## src/rtl/asip_pkg.sv

```systemverilog
// rtl/asip_pkg.sv - shared types, field positions and helpers for the multicycle ASIP
package asip_pkg;

  localparam int INST_W = 24;
  localparam int OP_LSB = 20;
  localparam int RD_LSB = 16;
  localparam int RN_LSB = 12;
  localparam int RM_LSB = 8;
  localparam int IMM_W  = 12;

  typedef enum logic [3:0] {
    OP_ADD  = 4'h0, OP_SUB  = 4'h1, OP_AND  = 4'h2, OP_OR   = 4'h3,
    OP_ADDI = 4'h4, OP_SUBI = 4'h5, OP_ANDI = 4'h6, OP_ORI  = 4'h7,
    OP_LDR  = 4'h8, OP_STR  = 4'h9, OP_BEQ  = 4'hA, OP_JMP  = 4'hB,
    OP_NOP  = 4'hC, OP_HALT = 4'hF
  } op_e;

  typedef enum logic [2:0] {
    S_FETCH, S_DECODE, S_EXEC, S_MEM, S_WB, S_HALT
  } state_e;

  typedef enum logic [1:0] {ALU_ADD, ALU_SUB, ALU_AND, ALU_OR} alu_op_e;

  function automatic logic [31:0] sext12(input logic [11:0] v);
    return {{20{v[11]}}, v};
  endfunction

endpackage

```

## src/rtl/asip_mc_if.sv

```systemverilog
// rtl/asip_mc_if.sv - instruction and data memory req/ack bus of the multicycle ASIP
interface asip_mc_if #(
  parameter int PC_W   = 16,
  parameter int DATA_W = 24
);
  logic              imem_req;
  logic [PC_W-1:0]   imem_addr;
  logic              imem_ack;
  logic [23:0]       imem_rdata;
  logic              dmem_req;
  logic              dmem_we;
  logic [PC_W-1:0]   dmem_addr;
  logic [DATA_W-1:0] dmem_wdata;
  logic              dmem_ack;
  logic [DATA_W-1:0] dmem_rdata;

  modport master (
    output imem_req, imem_addr, dmem_req, dmem_we, dmem_addr, dmem_wdata,
    input  imem_ack, imem_rdata, dmem_ack, dmem_rdata
  );

  modport slave (
    input  imem_req, imem_addr, dmem_req, dmem_we, dmem_addr, dmem_wdata,
    output imem_ack, imem_rdata, dmem_ack, dmem_rdata
  );
endinterface

```

## src/rtl/asip_regfile.sv

```systemverilog
// rtl/asip_regfile.sv - register file with three combinational reads and one write port
module asip_regfile #(
  parameter int DATA_W = 24,
  parameter int NREG   = 16
) (
  input  logic              clk,
  input  logic              rst,
  input  logic [3:0]        rn_i,
  input  logic [3:0]        rm_i,
  input  logic [3:0]        rd_i,
  output logic [DATA_W-1:0] rn_data_o,
  output logic [DATA_W-1:0] rm_data_o,
  output logic [DATA_W-1:0] rd_data_o,
  input  logic              we_i,
  input  logic [3:0]        wa_i,
  input  logic [DATA_W-1:0] wd_i
);
  localparam int AW = (NREG > 1) ? $clog2(NREG) : 1;

  logic [DATA_W-1:0] rf_q [NREG];

  // Register fields are 4 bits wide; smaller files alias indices modulo NREG.
  function automatic logic [AW-1:0] wrap(input logic [3:0] a);
    return AW'(32'(a) % NREG);
  endfunction

  assign rn_data_o = rf_q[wrap(rn_i)];
  assign rm_data_o = rf_q[wrap(rm_i)];
  assign rd_data_o = rf_q[wrap(rd_i)];

  always_ff @(posedge clk or negedge rst) begin
    if (!rst) begin
      for (int i = 0; i < NREG; i++) rf_q[i] <= '0;
    end else if (we_i && wrap(wa_i) != '0) begin
      rf_q[wrap(wa_i)] <= wd_i;
    end
  end
endmodule

```

## src/rtl/asip_mc.sv

```systemverilog
// rtl/asip_mc.sv - multicycle 24-bit-instruction ASIP core with handshaked memories
module asip_mc
  import asip_pkg::*;
#(
  parameter int DATA_W = 24,
  parameter int PC_W   = 16,
  parameter int NREG   = 16
) (
  input  logic              clk,
  input  logic              rst,
  asip_mc_if.master         bus,
  output logic [PC_W-1:0]   PC,
  output logic [DATA_W-1:0] aluRes,
  output logic              halted
);
  state_e            state_q, state_d;
  logic [PC_W-1:0]   pc_q, pc_d, pc_inc;
  logic [INST_W-1:0] inst_q, inst_d;
  logic [DATA_W-1:0] opn_q, opn_d, op2_q, op2_d, opd_q, opd_d;
  logic [DATA_W-1:0] alu_q, alu_d, ld_q, ld_d;
  logic [DATA_W-1:0] rn_data, rm_data, rd_data, alu_res, wb_data;
  logic [3:0]        op_raw;
  logic [11:0]       imm12;
  op_e               op;
  alu_op_e           alu_op;
  logic              rf_we;

  assign op_raw  = inst_q[OP_LSB +: 4];
  assign op      = op_e'(op_raw);
  assign imm12   = inst_q[IMM_W-1:0];
  assign pc_inc  = pc_q + PC_W'(1);
  assign wb_data = (op == OP_LDR) ? ld_q : alu_q;

  asip_regfile #(.DATA_W(DATA_W), .NREG(NREG)) u_rf (
    .clk       (clk),
    .rst       (rst),
    .rn_i      (inst_q[RN_LSB +: 4]),
    .rm_i      (inst_q[RM_LSB +: 4]),
    .rd_i      (inst_q[RD_LSB +: 4]),
    .rn_data_o (rn_data),
    .rm_data_o (rm_data),
    .rd_data_o (rd_data),
    .we_i      (rf_we),
    .wa_i      (inst_q[RD_LSB +: 4]),
    .wd_i      (wb_data)
  );

  // Loads and stores reuse the adder for rn + sext(imm12).
  always_comb begin
    alu_op = op_raw[3] ? ALU_ADD : alu_op_e'(op_raw[1:0]);
    case (alu_op)
      ALU_SUB: alu_res = opn_q - op2_q;
      ALU_AND: alu_res = opn_q & op2_q;
      ALU_OR:  alu_res = opn_q | op2_q;
      default: alu_res = opn_q + op2_q;
    endcase
  end

  always_comb begin
    state_d = state_q;
    pc_d    = pc_q;
    inst_d  = inst_q;
    opn_d   = opn_q;
    op2_d   = op2_q;
    opd_d   = opd_q;
    alu_d   = alu_q;
    ld_d    = ld_q;
    rf_we   = 1'b0;
    case (state_q)
      S_FETCH: begin
        if (bus.imem_ack) begin
          inst_d  = bus.imem_rdata;
          state_d = S_DECODE;
        end
      end
      S_DECODE: begin
        opn_d = rn_data;
        opd_d = rd_data;
        if (op_raw[3:2] == 2'b00)      op2_d = rm_data;
        else if (op_raw[3:2] == 2'b01) op2_d = DATA_W'(imm12);
        else                           op2_d = DATA_W'(sext12(imm12));
        state_d = S_EXEC;
      end
      S_EXEC: begin
        alu_d = alu_res;
        case (op)
          OP_ADD, OP_SUB, OP_AND, OP_OR,
          OP_ADDI, OP_SUBI, OP_ANDI, OP_ORI: state_d = S_WB;
          OP_LDR, OP_STR:                    state_d = S_MEM;
          OP_BEQ: begin
            pc_d    = (opd_q == opn_q) ? pc_inc + PC_W'(sext12(imm12)) : pc_inc;
            state_d = S_FETCH;
          end
          OP_JMP: begin
            pc_d    = PC_W'(inst_q[15:0]);
            state_d = S_FETCH;
          end
          OP_HALT: state_d = S_HALT;
          default: begin
            pc_d    = pc_inc;
            state_d = S_FETCH;
          end
        endcase
      end
      S_MEM: begin
        if (bus.dmem_ack) begin
          if (op == OP_STR) begin
            pc_d    = pc_inc;
            state_d = S_FETCH;
          end else begin
            ld_d    = bus.dmem_rdata;
            state_d = S_WB;
          end
        end
      end
      S_WB: begin
        rf_we   = 1'b1;
        pc_d    = pc_inc;
        state_d = S_FETCH;
      end
      S_HALT:  state_d = S_HALT;
      default: state_d = S_FETCH;
    endcase
  end

  always_ff @(posedge clk or negedge rst) begin
    if (!rst) begin
      state_q <= S_FETCH;
      pc_q    <= '0;
      inst_q  <= '0;
      opn_q   <= '0;
      op2_q   <= '0;
      opd_q   <= '0;
      alu_q   <= '0;
      ld_q    <= '0;
    end else begin
      state_q <= state_d;
      pc_q    <= pc_d;
      inst_q  <= inst_d;
      opn_q   <= opn_d;
      op2_q   <= op2_d;
      opd_q   <= opd_d;
      alu_q   <= alu_d;
      ld_q    <= ld_d;
    end
  end

  // Requests are gated by reset so they fall the moment reset asserts.
  assign bus.imem_req   = rst && (state_q == S_FETCH);
  assign bus.imem_addr  = pc_q;
  assign bus.dmem_req   = rst && (state_q == S_MEM);
  assign bus.dmem_we    = (op == OP_STR);
  assign bus.dmem_addr  = PC_W'(alu_q);
  assign bus.dmem_wdata = opd_q;

  assign PC     = pc_q;
  assign aluRes = alu_q;
  assign halted = (state_q == S_HALT);
endmodule
```

## src/flat_wrapper.sv

```systemverilog
// flat-port wrapper written by rule: the top's interface ports become plain ports
module asip_mc_flat import asip_pkg::*;
#(
  parameter int DATA_W = 24,
  parameter int PC_W   = 16,
  parameter int NREG   = 16
)
  (clk, rst, PC, aluRes, halted, bus_imem_req, bus_imem_addr, bus_dmem_req, bus_dmem_we, bus_dmem_addr, bus_dmem_wdata, bus_imem_ack, bus_imem_rdata, bus_dmem_ack, bus_dmem_rdata);
  asip_mc_if #(.PC_W(PC_W), .DATA_W(DATA_W)) bus_i ();
  input  logic clk;
  input  logic rst;
  output logic [PC_W-1:0] PC;
  output logic [DATA_W-1:0] aluRes;
  output logic halted;
  output wire logic [$bits(bus_i.imem_req)-1:0] bus_imem_req;
  output wire logic [$bits(bus_i.imem_addr)-1:0] bus_imem_addr;
  output wire logic [$bits(bus_i.dmem_req)-1:0] bus_dmem_req;
  output wire logic [$bits(bus_i.dmem_we)-1:0] bus_dmem_we;
  output wire logic [$bits(bus_i.dmem_addr)-1:0] bus_dmem_addr;
  output wire logic [$bits(bus_i.dmem_wdata)-1:0] bus_dmem_wdata;
  input wire logic [$bits(bus_i.imem_ack)-1:0] bus_imem_ack;
  input wire logic [$bits(bus_i.imem_rdata)-1:0] bus_imem_rdata;
  input wire logic [$bits(bus_i.dmem_ack)-1:0] bus_dmem_ack;
  input wire logic [$bits(bus_i.dmem_rdata)-1:0] bus_dmem_rdata;
  assign bus_imem_req = bus_i.imem_req;
  assign bus_imem_addr = bus_i.imem_addr;
  assign bus_dmem_req = bus_i.dmem_req;
  assign bus_dmem_we = bus_i.dmem_we;
  assign bus_dmem_addr = bus_i.dmem_addr;
  assign bus_dmem_wdata = bus_i.dmem_wdata;
  assign bus_i.imem_ack = bus_imem_ack;
  assign bus_i.imem_rdata = bus_imem_rdata;
  assign bus_i.dmem_ack = bus_dmem_ack;
  assign bus_i.dmem_rdata = bus_dmem_rdata;
  asip_mc #(.DATA_W(DATA_W), .PC_W(PC_W), .NREG(NREG)) u_core (.clk(clk), .rst(rst), .bus(bus_i), .PC(PC), .aluRes(aluRes), .halted(halted));
endmodule
```

## config.mk

```make
export PLATFORM = sky130hd
export DESIGN_NAME = asip_mc_flat
export DESIGN_NICKNAME = d
export VERILOG_FILES = /design/src/rtl/asip_pkg.sv /design/src/rtl/asip_mc_if.sv /design/src/rtl/asip_regfile.sv /design/src/rtl/asip_mc.sv /design/src/flat_wrapper.sv
export SDC_FILE = /design/constraint.sdc
export NUM_CORES = 1
export LEC_CHECK = 0
export CORE_ASPECT_RATIO = 1.2
export CORE_MARGIN = 2
export CORE_UTILIZATION = 37
export DETAILED_ROUTE_END_ITERATION = 16
export PLACE_DENSITY = 0.6
export SLEW_MARGIN = 40
export SYNTH_ARGS = -nofsm -noshare
export SYNTH_HDL_FRONTEND = slang
export SYNTH_HIERARCHICAL = 1
export SYNTH_SLANG_ARGS = --single-unit
```

## constraint.sdc

```tcl
create_clock -name clk -period 5.7 [get_ports clk]
set_input_delay 1.71 -clock clk [delete_from_list [all_inputs] [get_ports clk]]
set_output_delay 1.71 -clock clk [all_outputs]
set_load 0.1 [all_outputs]
```

==> results of run 1 <==
[stage by stage]
stage	setup WS (ns)	cells	utilization (%)
finish	1.171	3801	41.84
global route	1.100	3800	41.84
CTS	1.171	3798	41.78
detailed placement	1.179	3690	39.51
global placement	1.220	3685	39.90
floorplan	0.1909	2589	-
[per-layer routing]
layer  global-route usage, %  vias up
met5                       0        -
met4                   11.01        0
met3                   4.706      263
li1                        -     9898
met2                   39.34     1143
met1                   30.72    12525
[final cells by class]
| type | count | area (sq um) | share of cell area, % |
|---|---|---|---|
| multi-input combinational | 1756 | 18370 | 49.23 |
| sequential | 547 | 13710 | 36.74 |
| timing repair buffer | 209 | 1679 | 4.499 |
| clock buffer | 78 | 1670 | 4.476 |
| tap | 1159 | 1450 | 3.886 |
| clock inverter | 30 | 355.3 | 0.9522 |
| inverter | 21 | 78.83 | 0.2112 |
| antenna | 1 | 2.502 | 0.006706 |
[flip-flops by register name (all words and copies together), names as in the netlist]
signal                 flops
u_core/aluRes             24
u_core/bus.dmem_wdata     24
u_core/op2_q              24
u_core/opn_q              24
u_core/inst_q             24
u_core/u_rf/rf_q         384
u_core/PC                 16
u_core/state_q             3
u_core/ld_q               24
[final timing paths]
kind                                                          to                         startpoint  cells after the start  slack, ns
setup / recovery                                    bus_imem_req                                rst                      4       1.17
hold / removal                 u_core/u_rf/rf_q[373]$_DFFE_PN0P_  u_core/u_rf/rf_q[373]$_DFFE_PN0P_                      0       0.41
setup reg to reg                       u_core/PC[15]$_DFFE_PN0P_           u_core/PC[1]$_DFFE_PN0P_                     13       1.67
hold reg to reg                u_core/u_rf/rf_q[373]$_DFFE_PN0P_  u_core/u_rf/rf_q[373]$_DFFE_PN0P_                      0       0.41
max in group asynchronous          u_core/inst_q[12]$_DFFE_PN0P_                                rst                      4       2.99
min in group asynchronous  u_core/bus.dmem_wdata[13]$_DFFE_PN0N_                                rst                      1       0.94
[report_power, final]
group | switching, mW | total [mW] | leakage [nW] | internal, mW
Clock | 1.69 | 4.06 | 1.00 | 2.37
Combinational | 7.82 | 12.4 | 8.11 | 4.56
Sequential | 1.89 | 6.94 | 7.31 | 5.05
[worst register-to-register path: stages, from the launching register on]
cell,delay [ns]
dfrtp_1,0.45
ha_1,0.27
nand3_1,0.25
nor3_1,0.62
xnor2_1,0.20
ha_1,0.39
a21o_1,0.23
a21o_1,0.17
a22oi_1,0.22
o21ai_0,0.22
o41ai_1,0.43
xnor2_1,0.22
a21o_1,0.16
nand3_1,0.07
[synthesized netlist by cell type, drive strengths merged, types with 7 or more instances]
master  count  share of area [%]
dfrtp     547                 41
mux2      478                 16
mux4      288                 20
a22oi     155                3.5
nand2     152                1.7
clkbuf    145                1.6
buf       120                2.1
a21oi     104                1.6
nor2      103                1.2
o21ai      74                1.1
xnor2      46                1.2
ha         45                1.7
xor2       43                1.1
nand3      25               0.39
nor3       23               0.36
inv        21               0.24
a21o       18               0.41
nor2b      18               0.34
mux2i      16               0.48
a31oi      14               0.26
nand2b     13               0.24
and2       10               0.19
maj3       10               0.30
and3        9               0.17
nand3b      7               0.16
nand4       7               0.13
nor4        7               0.18
o21a        7               0.16
[cell families after synthesis]
logic type	after synthesis	share of synthesized area (%)
multiplexers	782	36.20
AND/OR/NAND/NOR	395	5.584
buffers and inverters	286	4.003
flip-flops	547	41.19
AO/OA/AOI/OAI	433	8.555
adder cells (fa/ha/maj)	57	2.116
XOR/XNOR	89	2.346
==> flow_summary.toml, run 1 <==
[outcome]
status = "finished, final reports clean"

[worst_setup_path]
critPathTopFamily = "simple AND/OR/NAND/NOR gates"
crit_fanout = 35
slowest_stage = "nor3_1"
critPathBufInv = 2
crit_path_end_kind = "primary output"
start_kind = "input port"
path_class = "in -> out"
crit_required_ns = 3.99
slowest_delay_ns = 0.38
arrival_ns = 2.82
worstPathCellList = "buf_8, nand2b_1, nor3_1, buf_12"

[pwr]
ir_drop_uv = 351.4
leakagePower_nw = 16.43
powerDensity_mw_per_mm2 = 626.7
p_total_mw = 23.39

[yosys]
synthArstFlopShare_pct = 100.0
synth_edf_count = 0
syn-mean-instance-area_sq_um = 12.83
netlist_instances = 2589
ys_warn_count = 6
syn_area_sq_mm = 0.03323
synth_ff_type = "dfrtp_1"
syn_nets = 2688
yosysSeqAreaShare_pct = 41.19
synth.distinct_cells = 73
synth-seq-cells = 547

[die]
die_h_microns = 332.3
die_x_microns = 277.6
io_pins = 152
core_area_sq_mm = 0.08919
num_rows = 120
die_area_sq_mm = 0.09223
start_util_pct = 37.26

[cells_and_area]
final_cell_mix = "dfrtp_1 (540), mux2_2 (418), mux4_2 (288), a22oi_1 (155), nand2_1 (152)"
drive_gt1_share_pct = 38.43
final_net_count = 2694
nFillCells = 8247
final_common_cell = "dfrtp_1"
design_area_sq_mm = 0.03732
syn2layout_area_growth_pct = 12.31

[clock_tree]
cts-resized-gates = 0
cts_tree = "done"
cts_buffers = 60
cts_sinks = 547
post_cts_buffers = 0
cts-root-buf = "clkbuf_16"
insertion_delay_ns = 0.65
holdBufCountCts = 0
cts_max_path_buffers = 3
htreeDepth = 2
cts.reportedPaths.clkPinSlew_ns = 0.06

[detailed_routing]
wl_met3_microns = 8527
routed_wirelength_microns = 111200
wl_met1_microns = 44040
ant_nets = 0
post_drt_wl_per_cell_microns = 29.26
wl_met2_microns = 53160
drc = 0
vias = 23829
drtPass1Iterations = 5
routed_via_density = 6.269
top_layer = "met4"
drtIter0Drc = 2300

[place]
io_buffers = 151
placed_cell_area_sq_mm = 0.03524
hpwl_microns = 71720
gp_congestion = 0.8929

[global_route]
grt_overflow = 0
grt_max_degree = 156
grt_pass1_vias = 24651
grtUsageTotal_pct = 24.00
antenna_found_initial = 2
grt_pass1_wl_microns = 165300

[sta]
rsz0062_at_grt = "no"
fin_skew_ns = 0.02315
finalSetupViolations = 0
relSlewSlack_pct = 39.90
period_share_pct = 79.46
tightest_slew_ns = 0.8994
hold_ws_ns = 0.4133
fmax_mhz = 220.8
hold_viol = 0
final.setup.tns_ns = 0
slew_viol_final = 0
fin_crit_ns = 4.529

[flow_run]
cap_violations = 0

[hold_path]
hold_class = "reg -> reg"
No activity file was read; power rests on OpenSTA's default activity.
==> run 2, diff against run 1 <==
Clock period 5.7 ns to 4.7 ns, I/O delays scaled along.
==> run 2 against run 1 <==
Net effect:
- critical endpoint is now u_core/aluRes[20]$_DFFE_PN0P_
- sequential power rose by 22%
- global-route usage fell by 0.051 points
- total power rose by 21%
- highest routed layer unchanged
- utilization rose by 0.12 points
- register-to-register slack got worse by 0.98 ns
- critical path depth rose by 13
==> flow_summary.toml, run 2 (synthesized netlist as in run 1, its figures left out) <==
[outcome]
status = "finished, final reports clean"

[detailed_routing]
routed_via_density = 6.239
drtIter0Drc = 2253
ant_nets = 0
routed_wirelength_microns = 111100
drc = 0
drtPass1Iterations = 7
vias = 23844
post_drt_wl_per_cell_microns = 29.07

[flow_run]
cap_violations = 0

[global_route]
grt_pass1_wl_microns = 165600
grtUsageTotal_pct = 23.95
grt_max_degree = 132
grt_pass1_vias = 24846
antenna_found_initial = 1
grt_overflow = 0

[place]
pre_cts_slack_ns = 0.7896
gp_congestion = 0.9216
io_buffers = 151
hpwl_microns = 74660

[die]
die_x_microns = 277.6
die_area_sq_mm = 0.09223
num_rows = 120
io_pins = 152
start_util_pct = 37.26
core_area_sq_mm = 0.08919
die_h_microns = 332.3

[cells_and_area]
final_net_count = 2714
final_cell_mix = "dfrtp_1 (540), mux2_2 (418), mux4_2 (288), a22oi_1 (155), nand2_1 (152)"
multiInputGateArea_sq_mm = 0.01839
top_register = "u_core/u_rf/rf_q"
largest_reg_flops = 384
syn2layout_area_growth_pct = 12.64
drive_gt1_share_pct = 38.39
final_common_cell = "dfrtp_1"
nFillCells = 8214
regArea_sq_mm = 0.01371

[worst_setup_path]
crit_required_ns = 5.25
path_class = "reg -> reg"
r2r_end = "u_core/aluRes[20]$_DFFE_PN0P_"
reg2reg_from = "u_core/op2_q[5]$_DFFE_PN0N_"
crit_fanout = 7
ff2ff_setup_slack_ns = 0.69
rr_worst_depth = 17
arrival_ns = 4.56
crit_path_end_kind = "register"
start_kind = "register"

[clock_tree]
cts_sinks = 547
insertion_delay_ns = 0.66
cts_buffers = 60
cts-root-buf = "clkbuf_16"
cts.reportedPaths.clkPinSlew_ns = 0.07
post_cts_buffers = 0
cts_tree = "done"
htreeDepth = 2
holdBufCountCts = 0
cts_max_path_buffers = 3
cts-resized-gates = 0

[sta]
rsz0062_at_grt = "no"
fin_skew_ns = 0.03351
period_share_pct = 85.26
fin_crit_ns = 4.007
relSlewSlack_pct = 37.69
fmax_mhz = 249.5
finalSetupViolations = 0
timing.final.ws_setup_ns = 0.6927
final.setup.tns_ns = 0
tightest_slew_ns = 0.9336
slew_viol_final = 0
hold_viol = 0

[hold_path]
hp-start = "u_core/u_rf/rf_q[368]$_DFFE_PN0P_"
hold_class = "reg -> reg"
worst_hold_path.endpoint = "u_core/u_rf/rf_q[368]$_DFFE_PN0P_"
hold_depth = 0

[pwr]
powerDensity_mw_per_mm2 = 755.3
leakagePower_nw = 16.49
ir_drop_uv = 361.9
run 2: worst max-delay path by stage:
stage	start	endpoint	slack, ns	cells past startpoint
floorplan	rst	bus_dmem_req	0.54	2
global placement	u_core/op2_q[5]$_DFFE_PN0N_	u_core/aluRes[20]$_DFFE_PN0P_	0.74	17
detailed placement	u_core/op2_q[5]$_DFFE_PN0N_	u_core/aluRes[20]$_DFFE_PN0P_	0.79	17
CTS	u_core/op2_q[5]$_DFFE_PN0N_	u_core/aluRes[20]$_DFFE_PN0P_	0.77	17
global route	u_core/op2_q[5]$_DFFE_PN0N_	u_core/aluRes[20]$_DFFE_PN0P_	0.41	17
finish	u_core/op2_q[5]$_DFFE_PN0N_	u_core/aluRes[20]$_DFFE_PN0P_	0.69	17
run 2: where the power goes:
group          leakage (nW)  switching [mW]  total (mW)  internal [mW]
clock                 0.926            2.04        4.70           2.66
combinational          8.25            9.45        15.1           5.67
sequential             7.31            2.33        8.46           6.12
run 2: per-layer routing:
metal	global-route usage, %	share of wire (%)	up-vias
met5	0	0	-
met4	9.787	4.5	0
met3	4.579	7.4	271
met2	39.33	48	1084
met1	31.14	40	12576
li1	-	-	9913
run 2: worst max-delay path: stages (launching register included):
cell,delay (ns)
dfrtp_1,0.44
or4_4,0.60
nor2_1,0.10
nand2_1,0.10
nor2_1,0.11
a21oi_1,0.11
nor2_1,0.28
nand2_1,0.11
xnor2_1,0.14
ha_1,0.38
nand2_1,0.17
nor2_1,0.10
and3_1,0.21
a2111oi_0,0.43
a32oi_1,0.20
xor2_1,0.17
o211ai_1,0.18
nand2_1,0.08
run 2: cell type report:
type / count / area share, %
Multi-Input combinational cell: 1756 / 49.12
Timing Repair Buffer: 229 / 5.028
Clock buffer: 94 / 4.673
Sequential cell: 547 / 36.63
Antenna cell: 1 / 0.006686
Tap cell: 1159 / 3.874
Inverter: 21 / 0.2106
Clock inverter: 15 / 0.4513
run 2: per-stage QoR:
| step | utilization, % | instances | area, sq um | power (mW) | hold WS [ns] |
|---|---|---|---|---|---|
| 2_1_floorplan | - | 2589 | 33230 | 18.89 | 0.4580 |
| 3_3_place_gp | 40.11 | 3705 | 35770 | 23.39 | 0.3921 |
| 3_5_place_dp | 39.70 | 3709 | 35410 | 23.43 | 0.4030 |
| 4_1_cts | 41.85 | 3818 | 37330 | 28.19 | 0.4174 |
| 5_1_grt | 41.97 | 3821 | 37430 | 29.63 | 0.4309 |
| 6_report | 41.97 | 3822 | 37430 | 28.27 | 0.4141 |
==> run 3, diff against run 2 <==
Settings changed: CELL_PAD_IN_SITES_DETAIL_PLACEMENT set to 1, CELL_PAD_IN_SITES_GLOBAL_PLACEMENT set to 2, PLACE_DENSITY 0.6 to 0.77.
==> run 3 against run 2 <==
Net effect:
- cell area down 0.32%
- critical endpoint is now u_core/aluRes[23]$_DFFE_PN0P_
- highest routed layer is now met5
- die area unchanged
- non-clock buffer count down 10
- clock-buffer cell count down 12
- total power up 1.4%
- flip-flop and latch count unchanged
- wire length up 7.6%
==> flow_summary.toml, run 3 (synthesized netlist as in run 1, its figures left out) <==
[outcome]
status = "finished, final reports clean"

[worst_setup_path]
slowest_stage = "or4_4"
reg2reg_from = "u_core/op2_q[5]$_DFFE_PN0N_"
start_kind = "register"
slowest_delay_ns = 0.59
crit_path_end_kind = "register"
critPathTopFamily = "compound AO/OA/AOI/OAI gates"
ff2ff_setup_slack_ns = 0.74
r2r_end = "u_core/aluRes[23]$_DFFE_PN0P_"
path_class = "reg -> reg"
rr_worst_depth = 12
crit_fanout = 6
worstPathCellList = "or4_4, o41ai_1, xor2_1, ha_1, and3_1, and2_1, a311oi_1, o21ai_1, o31a_1, a211oi_1, mux2i_1, nand2_1"
crit_required_ns = 5.23
arrival_ns = 4.49
critPathBufInv = 0

[cells_and_area]
final_cells = 3808
utilization_pct = 41.83
multiInputGateArea_sq_mm = 0.01836
syn2layout_area_growth_pct = 12.28
regArea_sq_mm = 0.01371
largest_reg_flops = 384
final_common_cell = "dfrtp_1"
final_cell_mix = "dfrtp_1 (540), mux2_2 (418), mux4_2 (288), a22oi_1 (155), nand2_1 (152)"
final_net_count = 2702
drive_gt1_share_pct = 38.66
nFillCells = 9156
antennaDiodeCount = 0
top_register = "u_core/u_rf/rf_q"

[global_route]
grt_pass1_wl_microns = 177400
grt_max_degree = 98
grt_pass1_vias = 25925
grt_overflow = 0
antenna_found_initial = 4
grtUsageTotal_pct = 25.83

[die]
num_rows = 120
core_area_sq_mm = 0.08919
die_area_sq_mm = 0.09223
io_pins = 152
start_util_pct = 37.26
die_h_microns = 332.3
die_x_microns = 277.6

[clock_tree]
cts_sinks = 547
htreeDepth = 2
cts-resized-gates = 0
insertion_delay_ns = 0.66
cts-root-buf = "clkbuf_16"
cts_max_path_buffers = 3
cts.reportedPaths.clkPinSlew_ns = 0.06
holdBufCountCts = 0
cts_buffers = 58
post_cts_buffers = 0
cts_tree = "done"

[sta]
slew_viol_final = 0
fmax_mhz = 252.8
fin_skew_ns = 0.02471
final.setup.tns_ns = 0
finalSetupViolations = 0
hold_ws_ns = 0.4178
hold_viol = 0
rsz0062_at_grt = "no"
period_share_pct = 84.17
fin_crit_ns = 3.956
relSlewSlack_pct = 42.27
tightest_slew_ns = 0.8569

[pwr]
leakagePower_nw = 16.43
ir_drop_uv = 323.0
powerDensity_mw_per_mm2 = 768.7
p_total_mw = 28.68

[hold_path]
worst_hold_path.endpoint = "u_core/u_rf/rf_q[382]$_DFFE_PN0P_"
hp-start = "u_core/u_rf/rf_q[382]$_DFFE_PN0P_"
hold_class = "reg -> reg"
hold_depth = 0

[detailed_routing]
vias = 24062
drtPass1Iterations = 7
routed_via_density = 6.319
drc = 0
ant_nets = 0
routed_wirelength_microns = 119600
post_drt_wl_per_cell_microns = 31.40
drtIter0Drc = 1989

[flow_run]
cap_violations = 0

[place]
io_buffers = 151
dpl.cell_count = 3700
hpwl_microns = 77930
gp_congestion = 0.8902
## run 3: area by class of cell
type / count / area share [%]
multi-input cells: 1756 / 49.20
clock inverters: 24 / 0.6540
well taps: 1159 / 3.887
repair buffers: 219 / 4.675
flip-flops and latches: 547 / 36.75
inverters: 21 / 0.2113
clock buffers: 82 / 4.618
## run 3: worst max-delay path by stage
stage | to | cells after the start | start | slack [ns]
floorplan | bus_dmem_req | 2 | rst | 0.54
global placement | u_core/aluRes[20]$_DFFE_PN0P_ | 17 | u_core/op2_q[5]$_DFFE_PN0N_ | 0.78
detailed placement | u_core/PC[10]$_DFFE_PN0P_ | 8 | bus_dmem_ack | 0.77
CTS | u_core/aluRes[21]$_DFFE_PN0P_ | 12 | u_core/op2_q[5]$_DFFE_PN0N_ | 0.74
global route | u_core/aluRes[21]$_DFFE_PN0P_ | 12 | u_core/op2_q[5]$_DFFE_PN0N_ | 0.49
finish | u_core/aluRes[23]$_DFFE_PN0P_ | 12 | u_core/op2_q[5]$_DFFE_PN0N_ | 0.74
## run 3: where the power goes
group	leakage (nW)	internal (mW)	switching, mW
clock network	0.959	2.72	2.07
registers	7.31	6.12	2.30
logic	8.16	5.61	9.86
total	16.4	14.4	14.2
## run 3: worst register-to-register path, delay by kind of cell (launching register included)
family	cells	cell delay [ns]
compound gates	5	1.62
simple gates	4	1.04
flops	1	0.43
fa+ha+maj	1	0.32
mux	1	0.23
xor+xnor	1	0.19
## run 3: routing by layer
layer,part of all wire (%),track usage (%),vias to the layer above
li1,-,-,9894
met1,39,32.62,12963
met2,49,43.74,933
met4,4.7,10.95,4
met5,0.023,0,-
met3,6.6,4.432,268
## run 3: per-stage QoR
stage                     setup slack (ns)  area (sq um)
after global routing                0.4918         37310
after CTS                           0.7375         37260
after detailed placement            0.7687         35290
after global placement              0.7784         35670
final                               0.7441         37310
after floorplan                     0.5403         33230
